===== src/rtl/cpu_pkg.sv =====
`default_nettype none
// ============================================================================
//  Package     : cpu_pkg
//  Description : Shared constants for the 5-stage pipeline. It holds the opcode
//                values the decoder matches on, the ALU_op width and encodings,
//                the register address width and the immediate field width.
//  Revision    : 1.0 - initial release
// ============================================================================
package cpu_pkg;

    // Register file geometry
    localparam int c_REG_AW  = 5;
    localparam int c_IMM_W   = 16;

    // Control -> ALU control interface
    localparam int c_ALUOP_W = 2;

    localparam logic [c_ALUOP_W-1:0] c_ALUOP_ADD   = 2'b00;  // lw/sw address add
    localparam logic [c_ALUOP_W-1:0] c_ALUOP_SUB   = 2'b01;  // beq compare
    localparam logic [c_ALUOP_W-1:0] c_ALUOP_RTYPE = 2'b10;  // decode funct field
    localparam logic [c_ALUOP_W-1:0] c_ALUOP_RSVD  = 2'b11;

    // Primary opcodes (instr[31:26])
    localparam logic [5:0] c_OP_RTYPE = 6'b000000;
    localparam logic [5:0] c_OP_LW    = 6'b100011;
    localparam logic [5:0] c_OP_SW    = 6'b101011;
    localparam logic [5:0] c_OP_BEQ   = 6'b000100;

endpackage : cpu_pkg
`default_nettype wire


===== src/rtl/load_use_detect.sv =====
`default_nettype none
// ============================================================================
//  Module      : load_use_detect
//  Description : Combinational load-use hazard detector. It flags an ID
//                instruction that reads the destination of a load in EX. A
//                load to register 0 never flags a hazard.
//  Ports       : ex_valid/ex_mem_r/ex_wr_addr - load currently in EX
//                id_valid/id_rs_*/id_rt_*     - source operands of ID
//                hazard                       - ID must wait one cycle
//  Revision    : 1.0 - initial release
// ============================================================================
module load_use_detect
    import cpu_pkg::*;
#(
    parameter int REG_AW = c_REG_AW
) (
    input  logic              ex_valid,
    input  logic              ex_mem_r,
    input  logic [REG_AW-1:0] ex_wr_addr,
    input  logic              id_valid,
    input  logic              id_rs_used,
    input  logic [REG_AW-1:0] id_rs_addr,
    input  logic              id_rt_used,
    input  logic [REG_AW-1:0] id_rt_addr,
    output logic              hazard
);

    logic w_ex_load;
    logic w_rs_match;
    logic w_rt_match;

    // $0 is hard-wired, so a load targeting it produces nothing to wait for
    assign w_ex_load  = ex_valid & ex_mem_r & (ex_wr_addr != '0);
    assign w_rs_match = id_rs_used & (id_rs_addr == ex_wr_addr);
    assign w_rt_match = id_rt_used & (id_rt_addr == ex_wr_addr);
    assign hazard     = w_ex_load & id_valid & (w_rs_match | w_rt_match);

endmodule : load_use_detect
`default_nettype wire


===== src/rtl/id_ex_hazard_reg.sv =====
`default_nettype none
// ============================================================================
//  Module      : id_ex_hazard_reg
//  Description : ID/EX pipeline register. It latches the decoded controls, the
//                register operands, the sign-extended immediate and the
//                selected destination for EX. A load-use hazard stalls
//                IF/PC/IF_ID for one cycle and injects a bubble. A branch flush
//                kills the ID instruction. Saturating counters track stalls
//                and flushes.
//  Ports       : clk, rst_n (sync, active low)
//                id_*     - decoded instruction from ID/Control/RF
//                flush    - kill the ID instruction (taken branch)
//                stall_if - hold PC and IF_ID this cycle (combinational)
//                ex_*     - registered EX-stage fields
//                stall_cnt, flush_cnt - saturating event counters
//  Revision    : 1.0 - initial release
// ============================================================================
module id_ex_hazard_reg
    import cpu_pkg::*;
#(
    parameter int DATA_W  = 32,
    parameter int REG_AW  = c_REG_AW,
    parameter int ALUOP_W = c_ALUOP_W,
    parameter int CNT_W   = 16
) (
    input  logic               clk,
    input  logic               rst_n,
    input  logic               id_valid,
    input  logic               id_reg_dst,
    input  logic               id_reg_w,
    input  logic               id_mem_to_reg,
    input  logic               id_mem_w,
    input  logic               id_mem_r,
    input  logic [ALUOP_W-1:0] id_alu_op,
    input  logic               id_alu_src,
    input  logic               id_rs_used,
    input  logic               id_rt_used,
    input  logic [DATA_W-1:0]  id_rs_data,
    input  logic [DATA_W-1:0]  id_rt_data,
    input  logic [REG_AW-1:0]  id_rs_addr,
    input  logic [REG_AW-1:0]  id_rt_addr,
    input  logic [REG_AW-1:0]  id_rd_addr,
    input  logic [15:0]        id_imm16,
    input  logic               flush,
    output logic               stall_if,
    output logic               ex_valid,
    output logic               ex_reg_w,
    output logic               ex_mem_to_reg,
    output logic               ex_mem_w,
    output logic               ex_mem_r,
    output logic               ex_alu_src,
    output logic [ALUOP_W-1:0] ex_alu_op,
    output logic [DATA_W-1:0]  ex_rs_data,
    output logic [DATA_W-1:0]  ex_rt_data,
    output logic [REG_AW-1:0]  ex_rs_addr,
    output logic [REG_AW-1:0]  ex_rt_addr,
    output logic [REG_AW-1:0]  ex_wr_addr,
    output logic [DATA_W-1:0]  ex_imm,
    output logic [CNT_W-1:0]   stall_cnt,
    output logic [CNT_W-1:0]   flush_cnt
);

    localparam logic [CNT_W-1:0] c_CNT_ONE = {{(CNT_W-1){1'b0}}, 1'b1};

    logic              w_hazard;
    logic              w_bubble;
    logic [REG_AW-1:0] w_wr_addr;
    logic [DATA_W-1:0] w_imm_ext;

    load_use_detect #(
        .REG_AW (REG_AW)
    ) u_load_use_detect (
        .ex_valid   (ex_valid),
        .ex_mem_r   (ex_mem_r),
        .ex_wr_addr (ex_wr_addr),
        .id_valid   (id_valid),
        .id_rs_used (id_rs_used),
        .id_rs_addr (id_rs_addr),
        .id_rt_used (id_rt_used),
        .id_rt_addr (id_rt_addr),
        .hazard     (w_hazard)
    );

    // A flush already kills the ID instruction, so there is nothing to hold
    assign stall_if  = w_hazard & ~flush;
    assign w_bubble  = flush | w_hazard;
    assign w_wr_addr = id_reg_dst ? id_rd_addr : id_rt_addr;
    assign w_imm_ext = {{(DATA_W-c_IMM_W){id_imm16[c_IMM_W-1]}}, id_imm16};

    always_ff @(posedge clk) begin
        if (!rst_n) begin
            ex_valid      <= 1'b0;
            ex_reg_w      <= 1'b0;
            ex_mem_to_reg <= 1'b0;
            ex_mem_w      <= 1'b0;
            ex_mem_r      <= 1'b0;
            ex_alu_src    <= 1'b0;
            ex_alu_op     <= '0;
            ex_rs_data    <= '0;
            ex_rt_data    <= '0;
            ex_rs_addr    <= '0;
            ex_rt_addr    <= '0;
            ex_wr_addr    <= '0;
            ex_imm        <= '0;
            stall_cnt     <= '0;
            flush_cnt     <= '0;
        end else begin
            if (w_bubble) begin
                // Bubble: no architectural side effects. Clearing ex_mem_r
                // also releases the hazard on the next cycle. Data fields
                // hold their old values because EX ignores them.
                ex_valid      <= 1'b0;
                ex_reg_w      <= 1'b0;
                ex_mem_to_reg <= 1'b0;
                ex_mem_w      <= 1'b0;
                ex_mem_r      <= 1'b0;
                ex_alu_src    <= 1'b0;
                ex_alu_op     <= '0;
            end else begin
                ex_valid      <= id_valid;
                ex_reg_w      <= id_valid & id_reg_w;
                ex_mem_to_reg <= id_valid & id_mem_to_reg;
                ex_mem_w      <= id_valid & id_mem_w;
                ex_mem_r      <= id_valid & id_mem_r;
                ex_alu_src    <= id_valid & id_alu_src;
                ex_alu_op     <= id_valid ? id_alu_op : '0;
                ex_rs_data    <= id_rs_data;
                ex_rt_data    <= id_rt_data;
                ex_rs_addr    <= id_rs_addr;
                ex_rt_addr    <= id_rt_addr;
                ex_wr_addr    <= w_wr_addr;
                ex_imm        <= w_imm_ext;
            end

            // A flush outranks the hazard, so it is the only event counted
            if (flush) begin
                if (id_valid && (flush_cnt != '1)) begin
                    flush_cnt <= flush_cnt + c_CNT_ONE;
                end
            end else if (w_hazard && (stall_cnt != '1)) begin
                stall_cnt <= stall_cnt + c_CNT_ONE;
            end
        end
    end

endmodule : id_ex_hazard_reg
`default_nettype wire


===== config.mk =====
export PLATFORM = sky130hd
export DESIGN_NAME = id_ex_hazard_reg
export DESIGN_NICKNAME = d
export VERILOG_FILES = /design/src/rtl/cpu_pkg.sv /design/src/rtl/load_use_detect.sv /design/src/rtl/id_ex_hazard_reg.sv
export SDC_FILE = /design/constraint.sdc
export NUM_CORES = 1
export LEC_CHECK = 0
export ABC_AREA = 0
export CORE_UTILIZATION = 37
export CTS_BUF_LIST = sky130_fd_sc_hd__clkbuf_16
export DETAILED_ROUTE_END_ITERATION = 8
export GPL_TIMING_DRIVEN = 0
export HOLD_SLACK_MARGIN = 0.06
export PLACE_DENSITY_LB_ADDON = 0.2
export SYNTH_ARGS = -nofsm -noshare
export SYNTH_HDL_FRONTEND = slang
export SYNTH_HIERARCHICAL = 1
export SYNTH_SLANG_ARGS = --single-unit

===== constraint.sdc =====
create_clock -name clk -period 2.7 [get_ports clk]
set_input_delay 0.54 -clock clk [delete_from_list [all_inputs] [get_ports clk]]
set_output_delay 0.54 -clock clk [all_outputs]
set_load 0.03 [all_outputs]

# Word level (Yosys, flattened, before mapping)
# Index checks and enable logic that the tools add are counted.
# word_totals
output_inout_bits	152
register_bits	135
word_cells	46
# classes
add_sub_neg	2
bitwise	17
reduce_logical	7
eq_ne	4
n_mux	1
# ops
op	n
$add A16 B1 Y16 const B	2
$ne A16 B16 Y1 const B	2
$and A1 B1 Y1	12
$eq A5 B5 Y1	2
$mux W5	1
$reduce_bool A5 Y1	1
$reduce_and A2 Y1	2
$not A1 Y1	3
$reduce_or A3 Y1	1
$logic_and A1 B1 Y1	2
$or A1 B1 Y1	2
$reduce_or A2 Y1	1

# Depth between registers and ports, before layout
# depth
word_depth	6
depth_mapped	10
ltp_nobuf	9

# Hierarchy
# The synthesis kept the hierarchy.
# modules_own_cells
mod	area_per_inst_um2	instances	seq_area_each_um2	cells_per_inst
id_ex_hazard_reg	5261.3	1	2702.6	643
load_use_detect	131.4	1	0.0	17

# Worst setup path before layout
# Ideal clock, no wire load.
# synth_timing
kind	input-to-reg
from	input port id_rt_addr[1]
to	register stall_cnt[14]
stages	10
required_time_ns	2.630
t_arrival_ns	2.617
path_slack_ns	0.013
setup_ns	0.070
cell_sequence	xor2_1 -> nor4_1 -> nand3_1 -> a21oi_1 -> nand2b_1 -> buf_2 -> inv_1 -> nand3_1 -> or4_2 -> a21oi_1
# synth_between
elab_chain_cells	6
# synth_lines
element	line_no	rtl
start, declared	id_ex_hazard_reg.sv:41	input logic [REG_AW-1:0] id_rt_addr,
$eq A5 B5 Y1	load_use_detect.sv:35	assign w_rt_match = id_rt_used & (id_rt_addr == ex_wr_addr);
$and A1 B1 Y1	load_use_detect.sv:35	
$or A1 B1 Y1	load_use_detect.sv:36	assign hazard = w_ex_load & id_valid & (w_rs_match | w_rt_match);
$and A1 B1 Y1	load_use_detect.sv:36	
net w_hazard	id_ex_hazard_reg.sv:65	logic w_hazard;
$logic_and A1 B1 Y1	id_ex_hazard_reg.sv:140	end else if (w_hazard && (stall_cnt != '1)) begin
$reduce_and A2 Y1 (no line)	--	
end signal, assigned	id_ex_hazard_reg.sv:141	stall_cnt <= stall_cnt + c_CNT_ONE;
end, declared	id_ex_hazard_reg.sv:59	output logic [CNT_W-1:0] stall_cnt,
# The timed path passes the listed nets, and every way through them passes these cells.
# A chain may end at the register's enable or synchronous reset.

# Worst setup path in the final report
# layout_timing
from	input port id_rt_addr[2]
to	register stall_cnt[11]
# Same word-level chain as after synthesis.

==> metrics.csv <==
metric;value;unit
H-tree depth;4;
Hold Slack;407;ps
sequential cell area;2710;um2
Initial Util;38.4;%
Seq/Total Area, Yosys;50.1;%
Layout Skew;6.70;ps
RePlAce Congestion;0.821;
multi-input logic area;2410;um2
final WL;17400;um
Syn Inst Count;660;
Cell Area, Synth;5390;um2
largest net degree at the start of global routing;19;
Core Rows;43;
period utilisation layout;98.0;%
PortBufs;259;
Final setup viols;0;
DR vias;5517;
max-slew violations;0;
power per cell area;562;nW/um2
Worst IR Drop VDD;490;uV
clock-pin slew on the worst setup and hold paths;60;ps
post-route cell area;8790;um2
placed instance area;8210;um2
initial antenna violation count;0;
Synth cell types;44;
Max Root-Sink Buffers;2;
pre-CTS setup slack;-866;ps
core area;14000;um2
Top Ports;261;
number of synthesized flops with an enable pin;0;
worst-path maximum fanout;5;
Critical Path AT;2990;ps
Post-synth ARST share;0;%
Via density;4.87;
most common cell after layout, fill and taps aside;clkdlybuf4s50_1;
gr ovfl total;0;
clock sink count;135;
post-DR wirelength/cell;15.3;um
Top Registers;ex_rs_data: 32 flops, ex_rt_data: 32 flops;
drt pass-1 iters;4;
DR iter-0 viols;346;
CP Capture Type;flip-flop;
All-Layer GR Usage;23.1;%
dominant synthesized flop cell;dfxtp_1;
fin crit period;2650;ps
Clk Latency, worst-skew pair;420;ps
Hold Vio Cnt, Final;0;
vias in the first global route;5044;
DRC;0;
Die W;123;um
DIE HEIGHT;123;um
CP startpoint kind;input pin;
MaxCap Viol Count;0;
CP required;3050;ps
status;finished clean;
Fillers;1248;
Leak;0.00329;uW
Hold Crit Class;input pin to flip-flop;
share of post-route cells with drive strength above 1;6.93;%
flops & latches, synth;135;
most frequent cells in the layout;250 x clkdlybuf4s50_1, 201 x nand2_1, 131 x dfxtp_1;
Synth Warn #;6;
syn_area_per_cell;8.17;um2
n_diodes;0;
syn nets;771;
WS Path Type;input pin to flip-flop;
HPWL after detailed placement;12800;um
root buf cell;clkbuf_16;
DIE AREA;15100;um2
CTS tree;yes;
CTS Hold Bufs;0;
final setup margin;54.4;ps
Layout Area Growth over Synthesis;63.0;%
Antenna Nets Post-Route;0;
worst-margin pin slew;1080;ps
first-pass GRT wire length;26400;um
f_max;0.378;GHz
slew margin rel.;27.2;%
Num CTS Buffers;17;
RSZ-0062 raised after global routing;yes;
nets@finish;1053;
[cell usage after synthesis, drive strengths merged (2+ instances only)]
master | count | area share [%]
a41o | 2 | 0.39
nand2b | 8 | 0.93
and3 | 5 | 0.58
or3 | 7 | 0.81
o31ai | 8 | 1.1
xor2 | 8 | 1.3
nor4b | 2 | 0.32
inv | 7 | 0.49
nor3 | 5 | 0.46
a21oi | 108 | 10
a211oi | 7 | 0.97
nor4 | 5 | 0.58
nand3 | 8 | 0.74
dfxtp | 135 | 50
a41oi | 3 | 0.49
and2 | 9 | 1.0
buf | 19 | 2.5
ha | 2 | 0.46
nand4 | 7 | 1.1
and4 | 6 | 0.97
nor2 | 11 | 0.77
o41ai | 2 | 0.32
or4 | 11 | 1.6
o21ai | 8 | 0.74
or2 | 2 | 0.23
xnor2 | 2 | 0.32
clkbuf | 41 | 2.9
mux2i | 13 | 2.4
nand2 | 201 | 14
[area by class of cell]
cell class | count | share of cell area (%)
sequential | 135 | 30.9
inverter | 7 | 0.327
multi-input combinational | 458 | 27.4
timing repair buffer | 265 | 29.9
tap | 180 | 2.56
clock inverter | 13 | 0.882
buffer | 58 | 3.27
clock buffer | 17 | 4.84
[path summary, 6_finish.rpt]
| kind | start | endpoint | slack [ps] | cells after the start |
|---|---|---|---|---|
| min reg2reg | ex_rt_data[29] | ex_rt_data[29] | 450 | 2 |
| max | id_rt_addr[2] | stall_cnt[11] | 50 | 9 |
| min | id_rt_addr[0] | ex_rt_addr[0] | 410 | 3 |
| max reg2reg | ex_wr_addr[0] | stall_cnt[11] | 60 | 9 |
[power breakdown]
group	switching [uW]	internal, uW	total [uW]
Combinational	425	377	802
Clock	800	1210	2010
Sequential	49.9	2080	2130
Total	1280	3670	4940
[through the flow]
| step | util (%) | cells | power, uW | setup TNS (ps) |
|---|---|---|---|---|
| 6_report | 62.6 | 1133 | 4940 | 0 |
| 2_1_floorplan | - | 660 | 2550 | 0 |
| 4_1_cts | 62.6 | 1134 | 5000 | 0 |
| 3_5_place_dp | 58.5 | 1099 | 2970 | -58150 |
| 3_3_place_gp | 58.5 | 1099 | 2970 | -55870 |
| 5_1_grt | 62.6 | 1133 | 5160 | -43.5 |
[kinds of logic after synthesis]
kind of cell               after synthesis  share of synthesized area, %
and+or+nand+nor                        289                          24.5
AOI/OAI and AO/OA                      144                          15.1
DFF                                    135                          50.1
buffers and inverters                   67                          5.85
muxes                                   13                          2.41
xor gates and xnor gates                10                          1.62
adders and majority gates                2                         0.464
[critical path, cell delays in order]
cell and delay (ps):
clkdlybuf4s50_1 590, xnor2_1 150, nand3_1 110, a21oi_2 190, nand2b_1 120, buf_6 150, or4_4 450, or4_1 530
a21oi_1 150
[per-layer routing]
layer  GRT usage [%]  up-vias  wire length [um]
met5               0        -                 0
met4            9.30        0               400
met3            10.3       29              1810
met2            37.6      207              8090
met1            26.3     2473              7060
li1                -     2808                 -
[repair_timing]
action,in CTS,in global routing
pin swaps,9,4
endpoints found under the setup margin,99,78
resized for setup,30,10
buffers inserted,5,1
cloned,0,0
Note: power is estimated with default switching activity, not from simulation.
